[src/rtl/wb_merge_if.sv]
// wb_merge_if: bundle of the writeback-merge bus.
//   src_valid/src_ready/src_adr/src_data/src_pc : per-producer push channels
//                                                 (source i at slice i)
//   regw_enable/regw_adr/reg_write/regw_pc      : registered RF write port
//   q_adr/pend_hit                              : hazard-unit pending-write query
// slave  = the merge stage, master = producers + RF + hazard unit.
interface wb_merge_if #(
  parameter int DATA_W = 32,
  parameter int ADDR_W = 5,
  parameter int N_SRC  = 3
);
  logic [N_SRC-1:0]        src_valid;
  logic [N_SRC-1:0]        src_ready;
  logic [N_SRC*ADDR_W-1:0] src_adr;
  logic [N_SRC*DATA_W-1:0] src_data;
  logic [N_SRC*32-1:0]     src_pc;
  logic                    regw_enable;
  logic [ADDR_W-1:0]       regw_adr;
  logic [DATA_W-1:0]       reg_write;
  logic [31:0]             regw_pc;
  logic [ADDR_W-1:0]       q_adr;
  logic                    pend_hit;

  modport slave (
    input  src_valid, src_adr, src_data, src_pc, q_adr,
    output src_ready, regw_enable, regw_adr, reg_write, regw_pc, pend_hit
  );

  modport master (
    output src_valid, src_adr, src_data, src_pc, q_adr,
    input  src_ready, regw_enable, regw_adr, reg_write, regw_pc, pend_hit
  );
endinterface

[src/rtl/wb_merge.sv]
// wb_merge: multi-source writeback stage.
//   clk, reset (sync, active low)
//   bus (wb_merge_if.slave): N_SRC push channels, one registered RF write
//   port, and a combinational pending-write query (q_adr -> pend_hit).
// Each source feeds a DEPTH-entry FIFO; a round-robin arbiter pops one
// entry per cycle into the output register. $0 entries are consumed but
// never strobe the register file.

// Per-source FIFO with an associative match of all live entries against
// the hazard query address.
module wb_merge_fifo #(
  parameter int DATA_W = 32,
  parameter int ADDR_W = 5,
  parameter int DEPTH  = 2
) (
  input  logic              clk,
  input  logic              reset,
  input  logic              push,
  input  logic              pop,
  input  logic [ADDR_W-1:0] push_adr,
  input  logic [DATA_W-1:0] push_data,
  input  logic [31:0]       push_pc,
  input  logic [ADDR_W-1:0] q_adr,
  output logic              ready,
  output logic              nempty,
  output logic [ADDR_W-1:0] head_adr,
  output logic [DATA_W-1:0] head_data,
  output logic [31:0]       head_pc,
  output logic              hit
);
  localparam int PW = $clog2(DEPTH);
  localparam int CW = PW + 1;

  logic [ADDR_W-1:0] mem_adr  [DEPTH];
  logic [DATA_W-1:0] mem_data [DEPTH];
  logic [31:0]       mem_pc   [DEPTH];
  logic [PW-1:0]     wr_ptr, rd_ptr;
  logic [CW-1:0]     count;

  // Ready looks only at the registered count: a full FIFO that pops this
  // cycle still refuses the push.
  assign ready     = reset && (count < CW'(DEPTH));
  assign nempty    = (count != '0);
  assign head_adr  = mem_adr[rd_ptr];
  assign head_data = mem_data[rd_ptr];
  assign head_pc   = mem_pc[rd_ptr];

  always_ff @(posedge clk) begin
    if (!reset) begin
      wr_ptr <= '0;
      rd_ptr <= '0;
      count  <= '0;
    end else begin
      if (push) wr_ptr <= wr_ptr + 1'b1;
      if (pop)  rd_ptr <= rd_ptr + 1'b1;
      count <= count + {{PW{1'b0}}, push} - {{PW{1'b0}}, pop};
    end
  end

  // Storage needs no reset; push is already qualified by reset via ready.
  always_ff @(posedge clk) begin
    if (push) begin
      mem_adr[wr_ptr]  <= push_adr;
      mem_data[wr_ptr] <= push_data;
      mem_pc[wr_ptr]   <= push_pc;
    end
  end

  // Only slots between rd_ptr and rd_ptr+count-1 hold live entries.
  always_comb begin
    hit = 1'b0;
    for (int k = 0; k < DEPTH; k++) begin
      if ((CW'(k) < count) && (mem_adr[rd_ptr + PW'(k)] == q_adr)) hit = 1'b1;
    end
  end
endmodule

module wb_merge #(
  parameter int DATA_W = 32,
  parameter int ADDR_W = 5,
  parameter int N_SRC  = 3,
  parameter int DEPTH  = 2
) (
  input logic          clk,
  input logic          reset,
  wb_merge_if.slave    bus
);
  localparam int RW  = $clog2(N_SRC);
  localparam int RW1 = RW + 1;
  localparam logic [RW1-1:0] NS     = RW1'(N_SRC);
  localparam logic [RW-1:0]  LAST   = RW'(N_SRC - 1);

  logic [N_SRC-1:0]             src_rdy, push, pop, nempty, hit;
  logic [N_SRC-1:0][ADDR_W-1:0] head_adr;
  logic [N_SRC-1:0][DATA_W-1:0] head_data;
  logic [N_SRC-1:0][31:0]       head_pc;

  logic [RW-1:0]     rr, gnt;
  logic [RW1-1:0]    sidx;
  logic              gnt_vld;
  logic              en_q;
  logic [ADDR_W-1:0] adr_q;
  logic [DATA_W-1:0] data_q;
  logic [31:0]       pc_q;

  assign push = bus.src_valid & src_rdy;

  for (genvar i = 0; i < N_SRC; i++) begin : g_src
    wb_merge_fifo #(.DATA_W(DATA_W), .ADDR_W(ADDR_W), .DEPTH(DEPTH)) u_fifo (
      .clk      (clk),
      .reset    (reset),
      .push     (push[i]),
      .pop      (pop[i]),
      .push_adr (bus.src_adr[i*ADDR_W +: ADDR_W]),
      .push_data(bus.src_data[i*DATA_W +: DATA_W]),
      .push_pc  (bus.src_pc[i*32 +: 32]),
      .q_adr    (bus.q_adr),
      .ready    (src_rdy[i]),
      .nempty   (nempty[i]),
      .head_adr (head_adr[i]),
      .head_data(head_data[i]),
      .head_pc  (head_pc[i]),
      .hit      (hit[i])
    );
  end

  // Scan rr, rr+1, ... (mod N_SRC) and take the first non-empty FIFO.
  always_comb begin
    gnt_vld = 1'b0;
    gnt     = '0;
    sidx    = '0;
    for (int k = 0; k < N_SRC; k++) begin
      sidx = {1'b0, rr} + RW1'(k);
      if (sidx >= NS) sidx = sidx - NS;
      if (!gnt_vld && nempty[sidx[RW-1:0]]) begin
        gnt_vld = 1'b1;
        gnt     = sidx[RW-1:0];
      end
    end
  end

  always_comb begin
    pop = '0;
    if (gnt_vld) pop[gnt] = 1'b1;
  end

  always_ff @(posedge clk) begin
    if (!reset) begin
      rr     <= '0;
      en_q   <= 1'b0;
      adr_q  <= '0;
      data_q <= '0;
      pc_q   <= '0;
    end else begin
      // $0 results are drained but must never reach the register file.
      en_q <= gnt_vld && (head_adr[gnt] != '0);
      if (gnt_vld) begin
        rr     <= (gnt == LAST) ? '0 : gnt + 1'b1;
        adr_q  <= head_adr[gnt];
        data_q <= head_data[gnt];
        pc_q   <= head_pc[gnt];
      end
    end
  end

  assign bus.src_ready   = src_rdy;
  assign bus.regw_enable = en_q;
  assign bus.regw_adr    = adr_q;
  assign bus.reg_write   = data_q;
  assign bus.regw_pc     = pc_q;

  // The output stage counts as pending until the RF has committed it.
  assign bus.pend_hit = (bus.q_adr != '0) &&
                        ((|hit) || (en_q && (adr_q == bus.q_adr)));
endmodule

[src/flat_wrapper.sv]
// flat-port wrapper written by rule: the top's interface ports become plain ports
module wb_merge_flat 
#(
  parameter int DATA_W = 32,
  parameter int ADDR_W = 5,
  parameter int N_SRC  = 3,
  parameter int DEPTH  = 2
)
  (clk, reset, bus_src_valid, bus_src_adr, bus_src_data, bus_src_pc, bus_q_adr, bus_src_ready, bus_regw_enable, bus_regw_adr, bus_reg_write, bus_regw_pc, bus_pend_hit);
  wb_merge_if #(.DATA_W(DATA_W), .ADDR_W(ADDR_W), .N_SRC(N_SRC)) bus_i ();
  input logic clk;
  input logic reset;
  input wire logic [$bits(bus_i.src_valid)-1:0] bus_src_valid;
  input wire logic [$bits(bus_i.src_adr)-1:0] bus_src_adr;
  input wire logic [$bits(bus_i.src_data)-1:0] bus_src_data;
  input wire logic [$bits(bus_i.src_pc)-1:0] bus_src_pc;
  input wire logic [$bits(bus_i.q_adr)-1:0] bus_q_adr;
  output wire logic [$bits(bus_i.src_ready)-1:0] bus_src_ready;
  output wire logic [$bits(bus_i.regw_enable)-1:0] bus_regw_enable;
  output wire logic [$bits(bus_i.regw_adr)-1:0] bus_regw_adr;
  output wire logic [$bits(bus_i.reg_write)-1:0] bus_reg_write;
  output wire logic [$bits(bus_i.regw_pc)-1:0] bus_regw_pc;
  output wire logic [$bits(bus_i.pend_hit)-1:0] bus_pend_hit;
  assign bus_i.src_valid = bus_src_valid;
  assign bus_i.src_adr = bus_src_adr;
  assign bus_i.src_data = bus_src_data;
  assign bus_i.src_pc = bus_src_pc;
  assign bus_i.q_adr = bus_q_adr;
  assign bus_src_ready = bus_i.src_ready;
  assign bus_regw_enable = bus_i.regw_enable;
  assign bus_regw_adr = bus_i.regw_adr;
  assign bus_reg_write = bus_i.reg_write;
  assign bus_regw_pc = bus_i.regw_pc;
  assign bus_pend_hit = bus_i.pend_hit;
  wb_merge #(.DATA_W(DATA_W), .ADDR_W(ADDR_W), .N_SRC(N_SRC), .DEPTH(DEPTH)) u_core (.clk(clk), .reset(reset), .bus(bus_i));
endmodule
[config.mk]
export PLATFORM = sky130hd
export DESIGN_NAME = wb_merge_flat
export DESIGN_NICKNAME = d
export VERILOG_FILES = /design/src/rtl/wb_merge_if.sv /design/src/rtl/wb_merge.sv /design/src/flat_wrapper.sv
export SDC_FILE = /design/constraint.sdc
export NUM_CORES = 1
export LEC_CHECK = 0
export CORE_MARGIN = 4
export CORE_UTILIZATION = 35
export CTS_BUF_LIST = sky130_fd_sc_hd__clkbuf_8
export DETAILED_ROUTE_END_ITERATION = 8
export SETUP_SLACK_MARGIN = 0.1
export SLEW_MARGIN = 20
export SYNTH_ARGS = -nofsm -noshare
export SYNTH_HDL_FRONTEND = slang
export SYNTH_SLANG_ARGS = --single-unit
export TNS_END_PERCENT = 100
[constraint.sdc]
create_clock -name clk -period 10.1 [get_ports clk]
set_input_delay 2.02 -clock clk [delete_from_list [all_inputs] [get_ports clk]]
set_output_delay 2.02 -clock clk [all_outputs]
set_load 0.03 [all_outputs]
Word-level counts from Yosys, hierarchy flattened. Memories as Yosys holds them, arrays and structs flattened. A register that Yosys moved wholly into a read port is not among the register bits. Cells that the tools add are included.

Bits in writable memories: 414. Output and inout bits: 74. Input bits: 217. Register bits after elaboration: 84. Logic and storage cells: 146. Memories kept: 9.

Memories: u_core.g_src[0].u_fifo.mem_data (words 2, bits a word 32, rd ports 1, clocked after Yosys merged registers in 1, wr ports 1, line wb_merge.sv:35) `logic [DATA_W-1:0] mem_data [DEPTH];`; u_core.g_src[0].u_fifo.mem_pc (words 2, bits a word 32, rd ports 1, clocked after Yosys merged registers in 1, wr ports 1, line wb_merge.sv:36) `logic [31:0] mem_pc [DEPTH];`; u_core.g_src[1].u_fifo.mem_data (words 2, bits a word 32, rd ports 1, clocked after Yosys merged registers in 1, wr ports 1, line wb_merge.sv:35); u_core.g_src[1].u_fifo.mem_pc (words 2, bits a word 32, rd ports 1, clocked after Yosys merged registers in 1, wr ports 1, line wb_merge.sv:36); u_core.g_src[2].u_fifo.mem_data (words 2, bits a word 32, rd ports 1, clocked after Yosys merged registers in 1, wr ports 1, line wb_merge.sv:35); u_core.g_src[2].u_fifo.mem_pc (words 2, bits a word 32, rd ports 1, clocked after Yosys merged registers in 1, wr ports 1, line wb_merge.sv:36); 3 more memories.

Equal/unequal tests: 8. $add $sub $neg: 18. Reduce and logical (&&, ||, !) cells: 24. Multiplexer cells: 55. Bitwise logic cells: 1. Magnitude comparators: 17.

Operator list (count): $bmux 32 s2 (2); $mux 32 (2); $mux 1 (37); $eq 5x5->1 (7); $logic_and 1x1->1 (15); $mux 2 (7); $lt 1x2->1 const A (6); $lt 2x3->1 const B (4); $bmux 5 s2 (1); $reduce_bool 5->1 (2); $add 1x1->1 const B (6); $add 2x1->2 (3); $bmux 1 s2 (3); $ge 3x2->1 const B (2); $lt 2x2->1 const B (3); $reduce_bool 2->1 (3); $sub 2x1->2 (3); $sub 2x2->2 const B (3); $mux 5 (1); $add 2x1->3 const B (1); $add 2x2->3 const B (1); $and 3x3->3 (1); $mux 3 (1); $reduce_or 3->1 (1); other kinds (7) (8).

Logic depth before layout (Yosys ltp).
Depth in word-level cells: 18. Mapped depth: 15. Depth with buffers taken out: 13.

By module. A second synthesis with hierarchy kept.

Cells, all modules: 1313. Area total of the unflattened synthesis: 20878.8 um^2.

By module, submodules not included: wb_merge_fifo (sequential area each 4244.1 um^2, area an instance 5381.4 um^2, cells an instance 261, instances 3); wb_merge (sequential area each 1441.4 um^2, area an instance 4734.5 um^2, cells an instance 530, instances 1).

Worst setup path after synthesis. OpenSTA, ideal clock, no wires.

Path type: input to register. Start point: input port reset. End point: memory u_core.g_src[1].u_fifo.mem_adr[0][0] (enable). Data required time: 9.604 ns. Setup slack: 4.368 ns. Arrival: 5.236 ns. Buffers on the path: 0. Cell stages on the path: 4. Library setup time: 0.496 ns. Path through: inv_1 > nor2_1 > nand2_1 > nor2_1.

Longest elaborated chain between the ends: 4.

Ends and longest elaborated chain: start, declared (line flat_wrapper.sv:12) `input logic reset;`; $logic_and 1x1->1 (line wb_merge.sv:42) `assign ready = reset && (count < CW'(DEPTH));`; net u_core.g_src[1].u_fifo.ready (line wb_merge.sv:24) `output logic ready,`; $and 3x3->3 (line wb_merge.sv:106) `assign push = bus.src_valid & src_rdy;`; $mux 1 (line wb_merge.sv:62) `if (push) begin`; $mux 1 (implied by the code) (line wb_merge.sv:63) `mem_adr[wr_ptr] <= push_adr;`; end, declared (line wb_merge.sv:34) `logic [ADDR_W-1:0] mem_adr [DEPTH];`.

The timed path passes the listed nets, and every way through them passes these cells.

Worst setup path in the final report.
Start point: input port bus_q_adr[0]. End point: output port bus_pend_hit.

Longest elaborated chain between the ends: 7. Elaborated cells on any way between the ends: 24. Classes of those cells: eq/ne (7); mux (6); reduce/logical (11).

Ends and longest elaborated chain: start, declared (line flat_wrapper.sv:17) `input wire logic [$bits(bus_i.q_adr)-1:0] bus_q_adr;`; $eq 5x5->1 (line wb_merge.sv:73) `if ((CW'(k) < count) && (mem_adr[rd_ptr + PW'(k)] == q_adr)) hit = 1'b1;`; $logic_and 1x1->1 (line wb_merge.sv:73); $mux 1 (2 in a row) (line wb_merge.sv:73); $reduce_or 3->1 (line wb_merge.sv:174) `((|hit) || (en_q && (adr_q == bus.q_adr)));`; $logic_or 1x1->1 (line wb_merge.sv:174); $logic_and 1x1->1 (*) (line wb_merge.sv:173) `assign bus.pend_hit = (bus.q_adr != '0) &&`; end, declared (line flat_wrapper.sv:23) `output wire logic [$bits(bus_i.pend_hit)-1:0] bus_pend_hit;`.

Mark *: on every way between the ends. The rest lies on a longest branch, timed or not.

==> flow_metrics.py <==
metrics = {
    "detailed_routing": {
        "wl_per_cell_um": 23.8,
        "routed.top_layer": "met5",
        "antenna_left": 0,
        "drcViolationCount": 0,
        "dr_wl_met3_mm": 3.61,
        "routed_wl_mm": 55.7,
        "wl_met1_mm": 23.2,
        "drtIter0Drc": 1031,
        "met2_wirelength_mm": 27.1,
        "avgViaCountPerCell": 5.17,
        "vias": 12100,
        "drtPass1Iterations": 6,
    },
    "worst_setup_path": {
        "critPathMaxFanout": 8,
        "crit_path_end_kind": "primary output",
        "path_buf_inv": 2,
        "cpPeakStageDelay_ns": 0.78,
        "path_class": "in2out",
        "crit_top_cell": "clkdlybuf4s50_1",
        "crit_chain": "clkdlybuf4s50_1 -> xor2_1 -> nor4_1 -> nand3_1 -> o31ai_1 -> nor3_1 -> a21oi_1 -> clkdlybuf4s50_1",
        "reg2reg_to": "u_core.g_src[2].u_fifo.count[0]",
        "ff2ff_setup_slack_ns": 6.14,
        "critical-path-top-delay-family": "buffers and inverters",
        "crit_path_start_kind": "primary input",
        "slowest_stage": "clkdlybuf4s50_1",
        "critPathRequiredTime_ns": 8.08,
        "critPathArrivalTime_ns": 4.47,
        "r2r_start": "u_core.g_src[1].u_fifo.count[1]",
        "rr_worst_depth": 10,
    },
    "global_route": {
        "overflow": 0,
        "grt_pass1_wl_mm": 81.2,
        "antenna_found_initial": 13,
        "grt_pass1_vias": 12900,
        "grt_use_total_pct": 18.0,
        "grt_start_max_net_pins": 66,
    },
    "clocking": {
        "cts_buffer_depth": 3,
        "cts_num_sinks": 501,
        "cts_max_level": 3,
        "post_cts_buffers": 0,
        "cts-root-buf": "clkbuf_8",
        "cts_buffers": 85,
        "cts_hold_buffers": 0,
        "clk_pin_slew_ns": 0.05,
        "insertion_delay_ns": 0.65,
        "cts_tree": "done",
        "cts-resized-gates": 0,
    },
    "synthesis": {
        "synthSimpleGateAreaFrac_pct": 3.22,
        "ys_seq_area_share_pct": 71.5,
        "yosys.area.top_type": "edfxtp_1",
        "synth_top_area_share_pct": 62.7,
        "synth_adder_area_share_pct": 0.568,
        "ys_top_cells_by_area": "edfxtp_1 (63%), mux2_2 (11%), dfxtp_1 (8.8%)",
        "avgSynthCellArea_um2": 16.5,
        "ys_seq_elements": 501,
        "synth_edf_count": 414,
        "synth_compound_area_share_pct": 7.68,
        "synth_cells": 1203,
        "yosysWarningCount": 0,
        "synth_area_um2": 19800,
        "synth_cell_types": 60,
        "synth_top_family_by_area": "multiplexers",
        "yosys.area_share.xor_xnor_pct": 2.08,
        "mappedNetlistNets": 1429,
        "synthArstFlopShare_pct": 0,
        "muxShareOfSynthArea_pct": 12.4,
        "synth_flop_cell": "edfxtp_1",
    },
    "place": {
        "dp_worst_setup_slack_ns": 3.65,
        "portBuffers": 290,
        "placed_area_um2": 23400,
        "routabilityCongestion": 0.808,
        "dp.final_hpwl_mm": 34.5,
    },
    "cells_and_area": {
        "fill_cells": 4915,
        "multi_input_area_um2": 5200,
        "final_cell_mix": "edfxtp_1 (414), clkdlybuf4s50_1 (289), mux2_2 (193)",
        "seqCellArea_um2": 14200,
        "area_growth_pct": 26.8,
        "layout-drive-gt1-share_pct": 22.4,
        "final_nets": 1737,
        "fin_area_um2": 25100,
        "final_common_cell": "edfxtp_1",
    },
    "die": {
        "die_w_um": 246,
        "io_pins": 291,
        "die-area_um2": 60500,
        "rows": 86,
        "start_util_pct": 35.6,
        "fp.dieH_um": 246,
        "core_area_um2": 55600,
    },
    "timing": {
        "slew-limit-headroom_pct": 29.0,
        "max_slew.worst_pin.slew_ns": 1.07,
        "setup_viol": 0,
        "fin_ws_ns": 3.61,
        "post-route-period-util_pct": 64.2,
        "hold_viol": 0,
        "grt_setup_unrepaired": "no",
        "hold_slack_ns": 0.490,
        "fin_crit_ns": 6.49,
        "fmax_ghz": 0.154,
        "final-max-slew-violation-count": 0,
        "clock_skew_ns": 0.0136,
        "tns_ns": 0,
    },
    "run_status": {
        "outcome": "complete, no violations",
    },
    "hold_path": {
        "holdPathEnd": "u_core.rr[0]",
        "hp-class": "reg2reg",
        "holdPathStages": 2,
        "worstHoldStart": "u_core.rr[0]",
    },
    "power": {
        "sequentialPowerShare_pct": 37.6,
        "power.density_nw_per_um2": 287,
        "power_switching_mw": 2.64,
        "p_leak_nw": 8.37,
        "p_int_mw": 4.57,
        "combPwrFrac_pct": 37.0,
        "vdd_ir_drop_max_mv": 0.276,
        "p_clk_share_pct": 25.4,
        "p_sw_share_pct": 36.6,
    },
    "flow_run": {
        "drv_cap": 0,
    },
}
-- power by group through the flow --
| stage | clock [mW] | sequential (mW) | combinational [mW] |
|---|---|---|---|
| finish | 1.83 | 2.71 | 2.67 |
| detailed placement | 0 | 2.76 | 2.68 |
| global route | 1.98 | 2.74 | 2.89 |
| CTS | 1.88 | 2.72 | 2.69 |
| floorplan | 0 | 2.85 | 1.74 |
| global placement | 0 | 2.75 | 2.66 |
-- worst max-delay path by stage --
stage | startpoint | end | depth (start not counted)
after CTS | bus_q_adr[0] | bus_pend_hit | 8
after global routing | bus_q_adr[0] | bus_pend_hit | 8
after floorplan | reset | u_core.g_src[1].u_fifo.mem_adr[0][0] | 4
after detailed placement | bus_q_adr[0] | bus_pend_hit | 8
final | bus_q_adr[0] | bus_pend_hit | 8
after global placement | bus_q_adr[4] | bus_pend_hit | 7
-- worst reg2reg max path, stage by stage, from the launching register on --
cell and delay, ns:
dfxtp_1 0.39, nor2_1 0.66, a21oi_1 0.22, a211oi_2 0.45
nor2_4 0.09, inv_2 0.66, buf_4 0.62, ha_1 0.35
inv_1 0.06, ha_1 0.21, and2_1 0.15
-- layer usage --
metal	global-route usage [%]	vias up
li1	-	5410
met1	22.8	6130
met2	29.7	423
met3	4.53	97
met4	7.59	8
met5	0	-
-- cell usage after synthesis (4+ instances only) --
cell,instances
o31ai_1,4
nand4_1,4
ha_1,9
nand3_1,32
buf_2,22
buf_4,8
and3_1,4
edfxtp_1,414
clkbuf_1,42
o311ai_0,4
nor3_1,10
xnor2_1,19
buf_6,10
xor2_1,28
a222oi_1,64
dfxtp_1,87
o21ai_0,42
inv_1,9
nand2_1,12
mux2i_1,29
nor2_1,25
a21oi_1,76
mux2_2,193
o22ai_1,4
buf_1,4
-- per-stage QoR --
stage	total power [mW]	cells	utilization, %
2_1_floorplan	4.59	1203	-
3_3_place_gp	5.41	2172	42.0
3_5_place_dp	5.44	2172	42.0
4_1_cts	7.29	2326	45.1
5_1_grt	7.61	2333	45.2
6_report	7.21	2335	45.2
-- logic make-up (layout without fill, tap and decap cells) --
family          after synthesis  count (layout)
compound gates              213             213
xor+xnor                     47              47
mux                         222             222
simple gates                114             114
flops                       501             501
buf+inv                      97             472
fa+ha+maj                     9               9
other cells                   0               9
-- sequential cells by signal, indices dropped and copies added, names as in the netlist, named ones only --
| signal | count |
|---|---|
| u_core.bus.reg_write | 32 |
| u_core.bus.regw_adr | 5 |
| u_core.bus.regw_enable | 1 |
| u_core.bus.regw_pc | 32 |
| u_core.g_src.u_fifo.count | 6 |
| u_core.g_src.u_fifo.mem_adr | 30 |
| u_core.g_src.u_fifo.mem_data | 192 |
| u_core.g_src.u_fifo.mem_pc | 192 |
| u_core.g_src.u_fifo.rd_ptr | 3 |
| u_core.g_src.u_fifo.wr_ptr | 3 |
| u_core.rr | 2 |
-- area by class of cell --
type | count | area share (%)
diodes | 9 | 0.0896
clock buffers | 97 | 5.31
clock inverters | 57 | 1.56
inverters | 10 | 0.149
multi-input cells | 605 | 20.7
flip-flops and latches | 501 | 56.4
well taps | 748 | 3.72
repair buffers | 308 | 12.1
No activity file was read; power rests on OpenSTA's default activity.
